$ cat src/rtl/alu_operand_loader.sv
// alu_operand_loader: byte-stream command front end for the 16-bit ALU.
// Collects an opcode byte and two little-endian 16-bit operands, drives
// them steadily into the combinational ALU, waits a programmable settle
// time, then captures the 32-bit ALU result behind a valid/ready port.
module alu_operand_loader #(
  parameter int unsigned SETTLE_CYCLES = 2  // legal range 1..255
) (
  input  logic        clk,
  input  logic        reset,
  input  logic [7:0]  in_data,
  input  logic        in_valid,
  output logic        in_ready,
  output logic [15:0] a,
  output logic [15:0] b,
  output logic [1:0]  sel,
  input  logic [31:0] alu_out,
  output logic [31:0] res_data,
  output logic        res_valid,
  input  logic        res_ready,
  output logic        busy,
  output logic [7:0]  cmd_count
);

  typedef enum logic [2:0] {
    CMD    = 3'd0,
    A_LO   = 3'd1,
    A_HI   = 3'd2,
    B_LO   = 3'd3,
    B_HI   = 3'd4,
    SETTLE = 3'd5,
    RESULT = 3'd6
  } state_t;

  // Counter value on which the ALU output is considered settled.
  localparam logic [7:0] SETTLE_LAST = 8'(SETTLE_CYCLES - 1);

  state_t      state;
  state_t      state_next;
  logic [7:0]  settle_cnt;
  logic [7:0]  settle_cnt_next;
  logic [15:0] a_next;
  logic [15:0] b_next;
  logic [1:0]  sel_next;
  logic [31:0] res_data_next;
  logic        res_valid_next;
  logic [7:0]  cmd_count_next;
  logic        xfer;

  // A byte moves only when both sides agree on the same edge.
  assign xfer = in_valid && in_ready;

  // Next-state and next-register computation; every register holds by default.
  always_comb begin
    state_next      = state;
    settle_cnt_next = settle_cnt;
    a_next          = a;
    b_next          = b;
    sel_next        = sel;
    res_data_next   = res_data;
    res_valid_next  = res_valid;
    cmd_count_next  = cmd_count;
    in_ready        = 1'b0;
    case (state)
      CMD: begin
        in_ready = 1'b1;
        if (xfer) begin
          sel_next   = in_data[1:0];  // opcode upper bits are don't-care
          state_next = A_LO;
        end else begin
          state_next = CMD;
        end
      end
      A_LO: begin
        in_ready = 1'b1;
        if (xfer) begin
          a_next[7:0] = in_data;
          state_next  = A_HI;
        end else begin
          state_next = A_LO;
        end
      end
      A_HI: begin
        in_ready = 1'b1;
        if (xfer) begin
          a_next[15:8] = in_data;
          state_next   = B_LO;
        end else begin
          state_next = A_HI;
        end
      end
      B_LO: begin
        in_ready = 1'b1;
        if (xfer) begin
          b_next[7:0] = in_data;
          state_next  = B_HI;
        end else begin
          state_next = B_LO;
        end
      end
      B_HI: begin
        in_ready = 1'b1;
        if (xfer) begin
          b_next[15:8]    = in_data;
          settle_cnt_next = 8'd0;
          state_next      = SETTLE;
        end else begin
          state_next = B_HI;
        end
      end
      SETTLE: begin
        settle_cnt_next = settle_cnt + 8'd1;
        if (settle_cnt == SETTLE_LAST) begin
          res_data_next  = alu_out;
          res_valid_next = 1'b1;
          state_next     = RESULT;
        end else begin
          state_next = SETTLE;
        end
      end
      RESULT: begin
        if (res_ready) begin
          res_valid_next = 1'b0;
          cmd_count_next = cmd_count + 8'd1;
          state_next     = CMD;
        end else begin
          state_next = RESULT;
        end
      end
      default: begin
        state_next     = CMD;
        res_valid_next = 1'b0;
      end
    endcase
  end

  // State and datapath registers; reset wins over any in-flight command.
  always_ff @(posedge clk) begin
    if (reset) begin
      state      <= CMD;
      settle_cnt <= 8'd0;
      a          <= 16'd0;
      b          <= 16'd0;
      sel        <= 2'd0;
      res_data   <= 32'd0;
      res_valid  <= 1'b0;
      cmd_count  <= 8'd0;
    end else begin
      state      <= state_next;
      settle_cnt <= settle_cnt_next;
      a          <= a_next;
      b          <= b_next;
      sel        <= sel_next;
      res_data   <= res_data_next;
      res_valid  <= res_valid_next;
      cmd_count  <= cmd_count_next;
    end
  end

  assign busy = (state != CMD);

endmodule

$ cat config.mk
export PLATFORM = sky130hd
export DESIGN_NAME = alu_operand_loader
export DESIGN_NICKNAME = d
export VERILOG_FILES = /design/src/rtl/alu_operand_loader.sv
export SDC_FILE = /design/constraint.sdc
export NUM_CORES = 1
export LEC_CHECK = 0
export BUFFER_PORTS_ARGS = -buffer_cell sky130_fd_sc_hd__buf_2
export CAP_MARGIN = 30
export CORE_MARGIN = 2
export CORE_UTILIZATION = 50
export DETAILED_ROUTE_END_ITERATION = 16
export PLACE_DENSITY_LB_ADDON = 0.25
export RECOVER_POWER = 100
export SLEW_MARGIN = 15
export SYNTH_ARGS = -nofsm -noshare
export SYNTH_HDL_FRONTEND = slang
export SYNTH_SLANG_ARGS = --single-unit
$ cat constraint.sdc
create_clock -name clk -period 2.29 [get_ports clk]
set_input_delay 0 -clock clk [delete_from_list [all_inputs] [get_ports clk]]
set_output_delay 0 -clock clk [all_outputs]
set_load 0.005 [all_outputs]
Word-level counts from Yosys, hierarchy flattened
Index checks and enable logic that the tools add are counted.
{ "op_classes": {"add_sub_neg": 2, "n_eq_ne": 10, "muxes": 14, "bitwise": 1, "n_reduce_logical": 14} }
{ "ops": {"columns": ["cell", "count"], "rows": [
  ["one-hot mux 3 bit (7 select lines)", 1],
  ["adder 8 x 1 -> 8 bit, second input constant", 2],
  ["one-hot mux 8 bit (2 select lines)", 1],
  ["AND reduction 2 bit", 8],
  ["== test 3 bit, second input constant", 3],
  ["== test 8 x 1 -> 1 bit, second input constant", 1],
  ["2-to-1 mux 8 bit", 1],
  ["== test 3 x 2 -> 1 bit, second input constant", 2],
  ["2-to-1 mux 1 bit", 6],
  ["2-to-1 mux 3 bit", 2],
  ["inequality test 2 bit, second input constant", 3],
  ["OR reduction 5 bit", 1],
  ["2-to-1 mux 2 bit", 2],
  ["== test 3 x 1 -> 1 bit, second input constant", 1],
  ["logical NOT 3 bit", 1],
  ["one-hot mux 1 bit (3 select lines)", 1],
  ["AND reduction 3 bit", 1],
  ["nonzero test 3 bit", 1],
  ["nonzero test 2 bit", 1],
  ["logical AND 1 bit", 1],
  ["NOT 1 bit", 1]
]} }
{ "word_totals": {"reg_bits": 86, "out_inout_bits": 77, "word_cells": 51} }

Depth between registers and ports, before layout
Gate-level depths: netlist of run 1.
{ "depth": {"ltp_word": 6, "depth_mapped": 7} }

Worst setup path after synthesis of run 1
OpenSTA, ideal clock, no wires.
{ "synth_path": {"path_kind": "reg-to-reg", "from": "register state[0]", "to": "register cmd_count[7]", "t_arrival_ps": 1331, "required_ps": 2169, "path_slack_ps": 839, "path_stages_with_launch": 6, "path_buffers": 2, "synth_period_minus_slack_ps": 1451, "cell_sequence": "dfxtp_1 buf_6 nand4b_4 buf_6 nor4_1 mux2_2"} }
{ "synth_via": {"elab_chain_len": 2} }
{ "synth_rtl": {"columns": ["element", "line_no", "rtl"], "rows": [
  ["start, declared", "37", "state_t state;"],
  ["start signal, assigned", "148", "state <= state_next;"],
  ["== test 3 bit", "63", "case (state)"],
  ["AND reduction 2 bit (no line)", null, null],
  ["end signal, assigned", "155", "cmd_count <= cmd_count_next;"],
  ["end, declared", "21", "output logic [7:0] cmd_count"]
]} }
Every way passes these cells.
A chain may end at the register's enable or synchronous reset.

Final worst setup path of run 1
{ "layout_path": {"from": "register state[1]", "to": "register a[8]"} }
{ "layout_via": {"elab_chain_len": 5} }
{ "layout_rtl": {"columns": ["element", "line_no", "rtl"], "rows": [
  ["== test 3 bit, or another cell as far along", "63", null],
  ["OR reduction 5 bit (no line)", null, null],
  ["2-to-1 mux 1 bit", "63", null],
  ["logical AND 1 bit", "50", "assign xfer = in_valid && in_ready;"],
  ["AND reduction 2 bit (no line) (*)", null, null],
  ["end signal, assigned", "150", "a <= a_next;"],
  ["end, declared", "13", "output logic [15:0] a,"]
]} }
Mark *: on every way between the ends. The rest lies on a longest branch, timed or not.

==> metrics.log, run 1 <==
INFO  metric detail_route.drc_violations = 0
INFO  metric worst_r2r_startpoint = state[1]
INFO  metric design.core.area = 0.00729 mm²
INFO  metric initial_utilization = between 50% and 60%
INFO  metric crit_arrival = 2.13 ns
INFO  metric cts_htree_levels = 3
INFO  metric die_height = between 90 and 100 µm
INFO  metric p_seq_share = a little over half
INFO  metric total_leakage_power = 1.90 nW
INFO  metric max_clock_freq = around 0.53 GHz
INFO  metric power_report.internal_total = between 0.002 and 0.0025 W
INFO  metric fraction_of_power_consumed_by_the_clock_network = between 30% and 40%
INFO  metric placed_area = 0.00440 mm²
INFO  metric initialDrtViolationCount = between 100 and 150
INFO  metric area_growth = 30.9%
INFO  metric crit_path_max_fanout = 15
INFO  metric horizontal_extent_of_the_die = about 91 µm
INFO  metric cts_repair_resize_count = 0
INFO  metric n_antenna_cell = 0
INFO  metric hp-start = reset
INFO  metric worst-r2r-cell-count = 5
INFO  metric timing.final.crit_share = between 80% and 90%
INFO  metric synth.net_count = ~460
INFO  metric rrSetupSlack = slightly below 0.4 ns
INFO  metric hold_depth = 2
INFO  metric layout-drive-gt1-share = between 15 and 20%
INFO  metric ys_types = between 40 and 50
INFO  metric grt-ovfl-total = 0
INFO  metric final_skew = 0.0103 ns
INFO  metric finalHoldViolations = 0
INFO  metric final_cells = ~660
INFO  metric switching_share = roughly 23%
INFO  metric fin_setup_tns = 0 ns
INFO  metric cts_hold_buf = 40
INFO  metric cts.sink_count = 86
INFO  metric num_vias = roughly 3300
INFO  metric dominantRegCellSynth = sky130_fd_sc_hd__dfxtp_1
INFO  metric synth.yosys.seq_area_share = between 40% and 50%
INFO  metric grt_max_degree = 64
INFO  metric fp-row-count = 31
INFO  metric fillers = approximately 630
INFO  metric synth_edf_count = 0
INFO  metric post_cts.repair.setup_buffers = 0
INFO  metric nNetsFinal = between 600 and 700
INFO  metric register_bit_count_reported_by_yosys = 86
INFO  metric rsz_0062_raised_after_global_routing = no
INFO  metric yosys_warnings = 0
INFO  metric ctsRootBufferMaster = sky130_fd_sc_hd__clkbuf_8
INFO  metric min-delay-path-class = in -> reg
INFO  metric status = finished clean
INFO  metric average_cell_area_after_synthesis = between 9 and 10 µm²
INFO  metric finalInstanceArea = roughly 0.0049 mm²
INFO  metric netlist_instances = 408
INFO  metric clockBufferDepth = 2
INFO  metric pre_cts_slack = about 0.43 ns
INFO  metric relSlewSlack = 54.5%
INFO  metric critical_path.startpoint_type = flip-flop
INFO  metric cts_tree = built
INFO  metric synth_top_cell_area_share = 45.6%
INFO  metric timing.final.setup_violations = 0
INFO  metric timing.critical_path.to_type = flip-flop
INFO  metric ys_top_cells_by_area = sky130_fd_sc_hd__dfxtp_1 (46%), sky130_fd_sc_hd__mux2i_1 (12%), sky130_fd_sc_hd__nand2b_1 (11%)
INFO  metric mappedNetlistArea = about 0.0038 mm²
INFO  metric multi_input_comb_area = 0.00185 mm²
INFO  metric worst_ir_drop_vdd = between 200 and 300 µV
INFO  metric wl_per_cell = ~14 µm
INFO  metric worst_hold_path.endpoint = cmd_count[1]
INFO  metric drtAntennaViolNets = 0
INFO  metric gp_routability_congestion = approximately 0.78
INFO  metric synth_top_area_cell = sky130_fd_sc_hd__dfxtp_1
INFO  metric track_usage = a little over a fifth
INFO  metric r2r-end = a[8]
INFO  metric via_count_of_the_first_global_routing_pass = about 3200
INFO  metric layout.area.seq = roughly 0.0017 mm²
INFO  metric tightestPinTransition = 0.682 ns
INFO  metric comb_power_share = under 10%
INFO  metric drt_first_pass_iters = 4
INFO  metric design.die.area = about 0.0083 mm²
INFO  metric grt_pass1_wl = 14500 µm
INFO  metric clk-insertion-delay-late = ~0.35 ns
INFO  metric cts_inserted_buffers = 9
INFO  metric drt-vias-per-instance = approximately 5.1
INFO  metric routed_wl = 8870 µm
INFO  metric power_density = between 500 and 600 mW/mm²
INFO  metric slew_violations = 0
INFO  metric worst_ep_required_time = about 2.5 ns
INFO  metric worstSetupPathType = reg -> reg
INFO  metric top_level_ports = between 100 and 150
INFO  metric timing.max_cap.violations = 0
INFO  metric port_buffers = between 100 and 150
INFO  metric grt_antenna_before_repair = 0
INFO  metric p_sw = just under 0.0007 W
INFO  metric post-route-min-period = 1.90 ns
INFO  metric worst_setup_hold_path_clk_slew = ~0.090 ns
INFO  metric dp_cells = between 600 and 700
INFO  metric synthArstFlopShare = 0%
INFO  metric hpwl = 5620 µm
INFO  metric timing.final.ws_setup = about 0.39 ns
INFO  metric hold_ws = about 0.12 ns
[synth_stat cells, types with 2 or more instances]
cell / number
sky130_fd_sc_hd__clkbuf_1: 20
sky130_fd_sc_hd__nand2_1: 53
sky130_fd_sc_hd__or4_1: 7
sky130_fd_sc_hd__nor2_1: 16
sky130_fd_sc_hd__o31ai_1: 4
sky130_fd_sc_hd__ha_1: 3
sky130_fd_sc_hd__nand4bb_1: 2
sky130_fd_sc_hd__buf_2: 4
sky130_fd_sc_hd__o21ai_0: 6
sky130_fd_sc_hd__mux2i_1: 44
sky130_fd_sc_hd__nand2b_1: 66
sky130_fd_sc_hd__nand4_1: 3
sky130_fd_sc_hd__buf_4: 2
sky130_fd_sc_hd__buf_6: 7
sky130_fd_sc_hd__o31a_1: 2
sky130_fd_sc_hd__nor3b_1: 2
sky130_fd_sc_hd__a21oi_1: 40
sky130_fd_sc_hd__dfxtp_1: 86
sky130_fd_sc_hd__o311ai_0: 3
sky130_fd_sc_hd__nand4b_1: 2
sky130_fd_sc_hd__nand3_1: 5
sky130_fd_sc_hd__inv_1: 5
sky130_fd_sc_hd__nor4bb_1: 4
sky130_fd_sc_hd__nor2b_1: 2
sky130_fd_sc_hd__or3_1: 3
[registers in the layout, indices dropped and copies added (netlist names)]
signal / cells
sel: 2
res_valid: 1
b: 16
cmd_count: 8
a: 16
settle_cnt: 8
state: 3
res_data: 32
[how the worst max path moves through the flow]
stage               slack [ns]  cells past startpoint           end  startpoint
floorplan                 0.84                      5  cmd_count[7]    state[0]
global placement          0.50                      3  cmd_count[7]    state[2]
detailed placement        0.43                      3  cmd_count[7]    state[2]
global route              0.20                      5          a[8]    state[1]
CTS                       0.42                      4  res_data[28]    state[0]
finish                    0.39                      5          a[8]    state[1]
[routing by layer]
metal	vias up	part of all wire, %	global-route usage (%)
met5	-	0	0
met2	94	49	36.6
li1	1671	-	-
met1	1551	45	26.0
met4	0	1.0	9.09
met3	8	5.8	5.01
[area by class of cell]
cell class / instances / area share, %
Multi-Input combinational cell: 284 / 37.4
Inverter: 5 / 0.380
Sequential cell: 86 / 34.9
Clock buffer: 10 / 2.58
Timing Repair Buffer: 168 / 20.6
Tap cell: 99 / 2.51
Clock inverter: 5 / 1.72
[metrics by stage]
stage,power (W),util (%)
after floorplan,0.00171,-
after global placement,0.00179,60.4
after detailed placement,0.00180,60.4
after CTS,0.00299,68.8
after global routing,0.00306,67.7
final,0.00296,67.7
[placed cells by master (no fill, tap or decap), types with 2 or more instances in the layout]
master	instances
sky130_fd_sc_hd__a21oi_1	40
sky130_fd_sc_hd__buf_12	2
sky130_fd_sc_hd__buf_2	73
sky130_fd_sc_hd__buf_4	3
sky130_fd_sc_hd__bufinv_16	2
sky130_fd_sc_hd__clkbuf_1	50
sky130_fd_sc_hd__clkbuf_8	9
sky130_fd_sc_hd__clkinv_4	2
sky130_fd_sc_hd__dfxtp_1	86
sky130_fd_sc_hd__dlygate4sd3_1	40
sky130_fd_sc_hd__ha_1	3
sky130_fd_sc_hd__inv_1	5
sky130_fd_sc_hd__mux2i_1	44
sky130_fd_sc_hd__nand2_1	53
sky130_fd_sc_hd__nand2b_1	66
sky130_fd_sc_hd__nand3_1	5
sky130_fd_sc_hd__nand4_1	3
sky130_fd_sc_hd__nand4b_1	2
sky130_fd_sc_hd__nand4bb_1	2
sky130_fd_sc_hd__nor2_1	16
sky130_fd_sc_hd__nor2b_1	2
sky130_fd_sc_hd__nor3b_1	2
sky130_fd_sc_hd__nor4bb_1	4
sky130_fd_sc_hd__o21ai_0	6
sky130_fd_sc_hd__o311ai_0	3
sky130_fd_sc_hd__o31a_1	2
sky130_fd_sc_hd__o31ai_1	4
sky130_fd_sc_hd__or3_1	3
sky130_fd_sc_hd__or4_1	7
[worst max-delay path, stage by stage, from the launching register on]
cell and delay, ns:
sky130_fd_sc_hd__dfxtp_1 0.45, sky130_fd_sc_hd__clkbuf_1 0.46, sky130_fd_sc_hd__nor4bb_1 0.27, sky130_fd_sc_hd__clkbuf_2 0.32
sky130_fd_sc_hd__mux2i_1 0.24, sky130_fd_sc_hd__nor2_1 0.05
[power by group through the flow]
stage,registers [W],clock network (W),logic (W)
finish,0.00154,0.00114,0.000271
global route,0.00155,0.00122,0.000295
CTS,0.00154,0.00117,0.000274
detailed placement,0.00158,0,0.000222
global placement,0.00158,0,0.000217
floorplan,0.00156,0,0.000149
[logic make-up (layout without fill, tap and decap cells)]
kind of cell | after synthesis | count (layout) | share of synthesized area (%)
AO/OA/AOI/OAI | 59 | 59 | 8.82
XOR/XNOR | 2 | 2 | 0.464
adder cells (fa/ha/maj) | 3 | 3 | 0.994
buffers and inverters | 38 | 188 | 5.50
flip-flops | 86 | 86 | 45.6
multiplexers | 45 | 45 | 12.0
AND/OR/NAND/NOR | 175 | 175 | 26.6
Power figures use the tool's default switching activity.
==> run 2: changes to the inputs <==
Settings changed: ABC_AREA set to 1, CORE_UTILIZATION 50 to 45.
Clock period 2.29 ns to 1.7 ns, I/O delays scaled along.
==> run 2 against run 1 <==
Setup slack lost 0.22 ns. Highest routed layer unchanged. Count of clock-buffer cells in the layout shrank 1. Critical path depth grew 1.
==> metrics.log, run 2 <==
INFO  metric status = finished clean
INFO  metric critical_path.startpoint_type = flip-flop
INFO  metric worst_setup_hold_path_clk_slew = 0.09 ns (about the same)
INFO  metric rsz_0062_raised_after_global_routing = no
INFO  metric worst_ir_drop_vdd = 445 µV (+59%)
INFO  metric area_growth = 29.3%
INFO  metric synth.net_count = 497 (+9.2%)
INFO  metric timing.final.crit_share = 89.9% (+7.0 points)
INFO  metric grt_antenna_before_repair = 0 (unchanged)
INFO  metric num_vias = 3500 (+5.3%)
INFO  metric hpwl = 6150 µm (+9.4%)
INFO  metric ys_types = 32 (-24%)
INFO  metric power_total = 0.00389 W (+31%)
INFO  metric synth_top_cell_area_share = 46.9% (+1.2 points)
INFO  metric timing.critical_path.to_type = flip-flop
INFO  metric initialDrtViolationCount = 240 (+79%)
INFO  metric via_count_of_the_first_global_routing_pass = 3322 (+5.3%)
INFO  metric synth.cells.most_frequent = sky130_fd_sc_hd__dfxtp_1 (86), sky130_fd_sc_hd__nor2_1 (78), sky130_fd_sc_hd__nand2_1 (46), sky130_fd_sc_hd__nand3_1 (40), sky130_fd_sc_hd__o21ai_0 (40)
INFO  metric total_leakage_power = 1.94 nW (+2.3%)
INFO  metric fin_setup_tns = 0 ns (unchanged)
INFO  metric cts_tree = built
INFO  metric slew_violations = 0 (unchanged)
INFO  metric timing.final.setup_violations = 0 (unchanged)
INFO  metric tightestPinTransition = 0.581 ns (-0.101 ns)
INFO  metric worst_ep_required_time = 1.98 ns (-0.55 ns)
INFO  metric cts_repair_resize_count = 0 (unchanged)
INFO  metric average_cell_area_after_synthesis = 8.17 µm² (-12%)
INFO  metric final_cells = 712 (+8.4%)
INFO  metric die_height = 94.4 µm (+3.8%)
INFO  metric netlist_instances = 450 (+10%)
INFO  metric layout-drive-gt1-share = 24.3% (+6.7 points)
INFO  metric horizontal_extent_of_the_die = 94.4 µm (+3.8%)
INFO  metric power_density = 818 mW/mm² (+37%)
INFO  metric drt_first_pass_iters = 5 (+1)
INFO  metric synthArstFlopShare = 0% (unchanged)
INFO  metric crit_arrival = 1.81 ns (-0.32 ns)
INFO  metric largest_registers = res_data (32), a (16), b (16)
INFO  metric most_frequent_standard_cell_in_the_layout_excluding_fill_and_tap_cells = sky130_fd_sc_hd__dfxtp_1
INFO  metric max_reg_flops = 32 (unchanged)
INFO  metric drtAntennaViolNets = 0 (unchanged)
INFO  metric routed_wl = 9490 µm (+6.9%)
INFO  metric top_level_ports = 121 (unchanged)
INFO  metric cts_inserted_buffers = 9 (unchanged)
INFO  metric final_skew = 0.00999 ns (-0.000340 ns)
INFO  metric synth_edf_count = 0 (unchanged)
INFO  metric cts_htree_levels = 3 (unchanged)
INFO  metric gp_routability_congestion = 0.890 (+14%)
INFO  metric max_clock_freq = 0.654 GHz (+24%)
INFO  metric synth_top_area_cell = sky130_fd_sc_hd__dfxtp_1
INFO  metric ctsRootBufferMaster = sky130_fd_sc_hd__clkbuf_8
INFO  metric worst-r2r-cell-count = 6 (+1)
INFO  metric design.core.area = 0.00781 mm² (+7.1%)
INFO  metric worstSetupPathType = reg -> reg
INFO  metric detail_route.drc_violations = 0 (unchanged)
INFO  metric grt-ovfl-total = 0 (unchanged)
INFO  metric post_cts.repair.setup_buffers = 0 (unchanged)
INFO  metric most_used_standard_cell_by_instance_count_after_synthesis = sky130_fd_sc_hd__dfxtp_1
INFO  metric nNetsFinal = 652 (+8.5%)
INFO  metric postLayoutCoreUtil = 60.8% (-6.9 points)
INFO  metric relSlewSlack = 61.2% (+6.8 points)
INFO  metric grt_max_degree = 44 (-31%)
INFO  metric crit_path_max_fanout = 19 (+4)
INFO  metric drt-vias-per-instance = 4.92 (-2.8%)
INFO  metric timing.max_cap.violations = 0 (unchanged)
INFO  metric hold_depth = 3 (+1)
INFO  metric register_bit_count_reported_by_yosys = 86 (unchanged)
INFO  metric grt_pass1_wl = 15200 µm (+4.5%)
INFO  metric clk-insertion-delay-late = 0.35 ns (about the same)
INFO  metric port_buffers = 120 (unchanged)
INFO  metric dominantRegCellSynth = sky130_fd_sc_hd__dfxtp_1
INFO  metric track_usage = 21.5% (about the same)
INFO  metric min-delay-path-class = in -> reg
INFO  metric dp_cells = 656 (+9.0%)
INFO  metric synth.yosys.seq_area_share = 46.9% (+1.2 points)
INFO  metric post-route-min-period = 1.53 ns (-0.370 ns)
INFO  metric ys_top_cells_by_area = sky130_fd_sc_hd__dfxtp_1 (47%), sky130_fd_sc_hd__nor2_1 (8.0%), sky130_fd_sc_hd__a21oi_2 (7.2%)
INFO  metric n_antenna_cell = 0 (unchanged)
INFO  metric wl_per_cell = 13.3 µm (-1.3%)
INFO  metric design.die.area = 0.00890 mm² (+7.8%)
INFO  metric largest-register = res_data
INFO  metric fp-row-count = 32 (+3.2%)
INFO  metric mappedNetlistArea = 0.00367 mm² (-2.7%)
INFO  metric yosys_warnings = 0 (unchanged)
INFO  metric mostFrequentLayoutCells = sky130_fd_sc_hd__dfxtp_1 (86), sky130_fd_sc_hd__nor2_1 (80), sky130_fd_sc_hd__buf_2 (76), sky130_fd_sc_hd__nand2_1 (58), sky130_fd_sc_hd__clkbuf_1 (44)
INFO  metric finalHoldViolations = 0 (unchanged)
INFO  metric cts.sink_count = 86 (unchanged)
INFO  metric initial_utilization = 47.1% (-4.7 points)
INFO  metric clockBufferDepth = 2 (unchanged)
==> run 2: critical path: stages, from the launching register on <==
cell,delay (ns)
sky130_fd_sc_hd__dfxtp_1,0.37
sky130_fd_sc_hd__inv_1,0.16
sky130_fd_sc_hd__nand3_4,0.14
sky130_fd_sc_hd__inv_4,0.23
sky130_fd_sc_hd__buf_4,0.27
sky130_fd_sc_hd__nand3_1,0.14
sky130_fd_sc_hd__a21oi_2,0.15
==> run 2: worst paths after layout <==
| path | start | end | slack [ns] |
|---|---|---|---|
| hold / removal | res_ready | cmd_count[0] | 0.02 |
| hold reg to reg | sel[1] | sel[1] | 0.46 |
| setup reg to reg | state[1] | res_data[31] | 0.17 |
| setup / recovery | state[1] | res_data[31] | 0.17 |
==> run 2: area by class of cell <==
cell class | count | area, µm²
clock buffers | 9 | 124
clock inverters | 7 | 78.8
fillers | 742 | 3060
inverters | 30 | 118
multi-input cells | 313 | 1590
flip-flops and latches | 86 | 1720
well taps | 102 | 128
repair buffers | 165 | 996
==> run 2: cells by family (layout without fill, tap and decap cells) <==
group                    count (synthesis)  in the layout  synth area share [%]
AO/OA/AOI/OAI                           95             95                  16.1
adder cells (fa/ha/maj)                  3              3                  1.02
buffers and inverters                   51            211                  7.63
flip-flops                              86             86                  46.9
AND/OR/NAND/NOR                        215            215                  28.4
==> run 2: power breakdown <==
| group | internal (W) | total (W) | switching [W] |
|---|---|---|---|
| Sequential | 0.00205 | 0.00208 | 0.0000262 |
| Clock | 0.000701 | 0.00147 | 0.000768 |
| Combinational | 0.000162 | 0.000340 | 0.000178 |
==> run 2: repair_timing <==
item | in CTS | in global routing
setup endpoints to repair | 0 | 0
hold endpoints to repair | 61 | 0
hold buffers | 40 | 0
==> run 2: layer usage <==
metal	GRT usage, %	vias to the layer above	wire length (µm)
li1	-	1786	-
met1	27.0	1606	4160
met2	36.4	94	4680
met3	5.03	14	495
met4	7.25	0	150
met5	0	-	0
==> run 2: through the flow <==
step / setup slack (ns) / area [µm²] / hold slack [ns]
6_report: 0.172 / 4750 / 0.0176
5_1_grt: 0.0280 / 4750 / 0.0255
4_1_cts: 0.184 / 4890 / 0.0204
3_5_place_dp: 0.202 / 4290 / 0.275
3_3_place_gp: 0.267 / 4290 / 0.271
2_1_floorplan: 0.396 / 3670 / 0.135
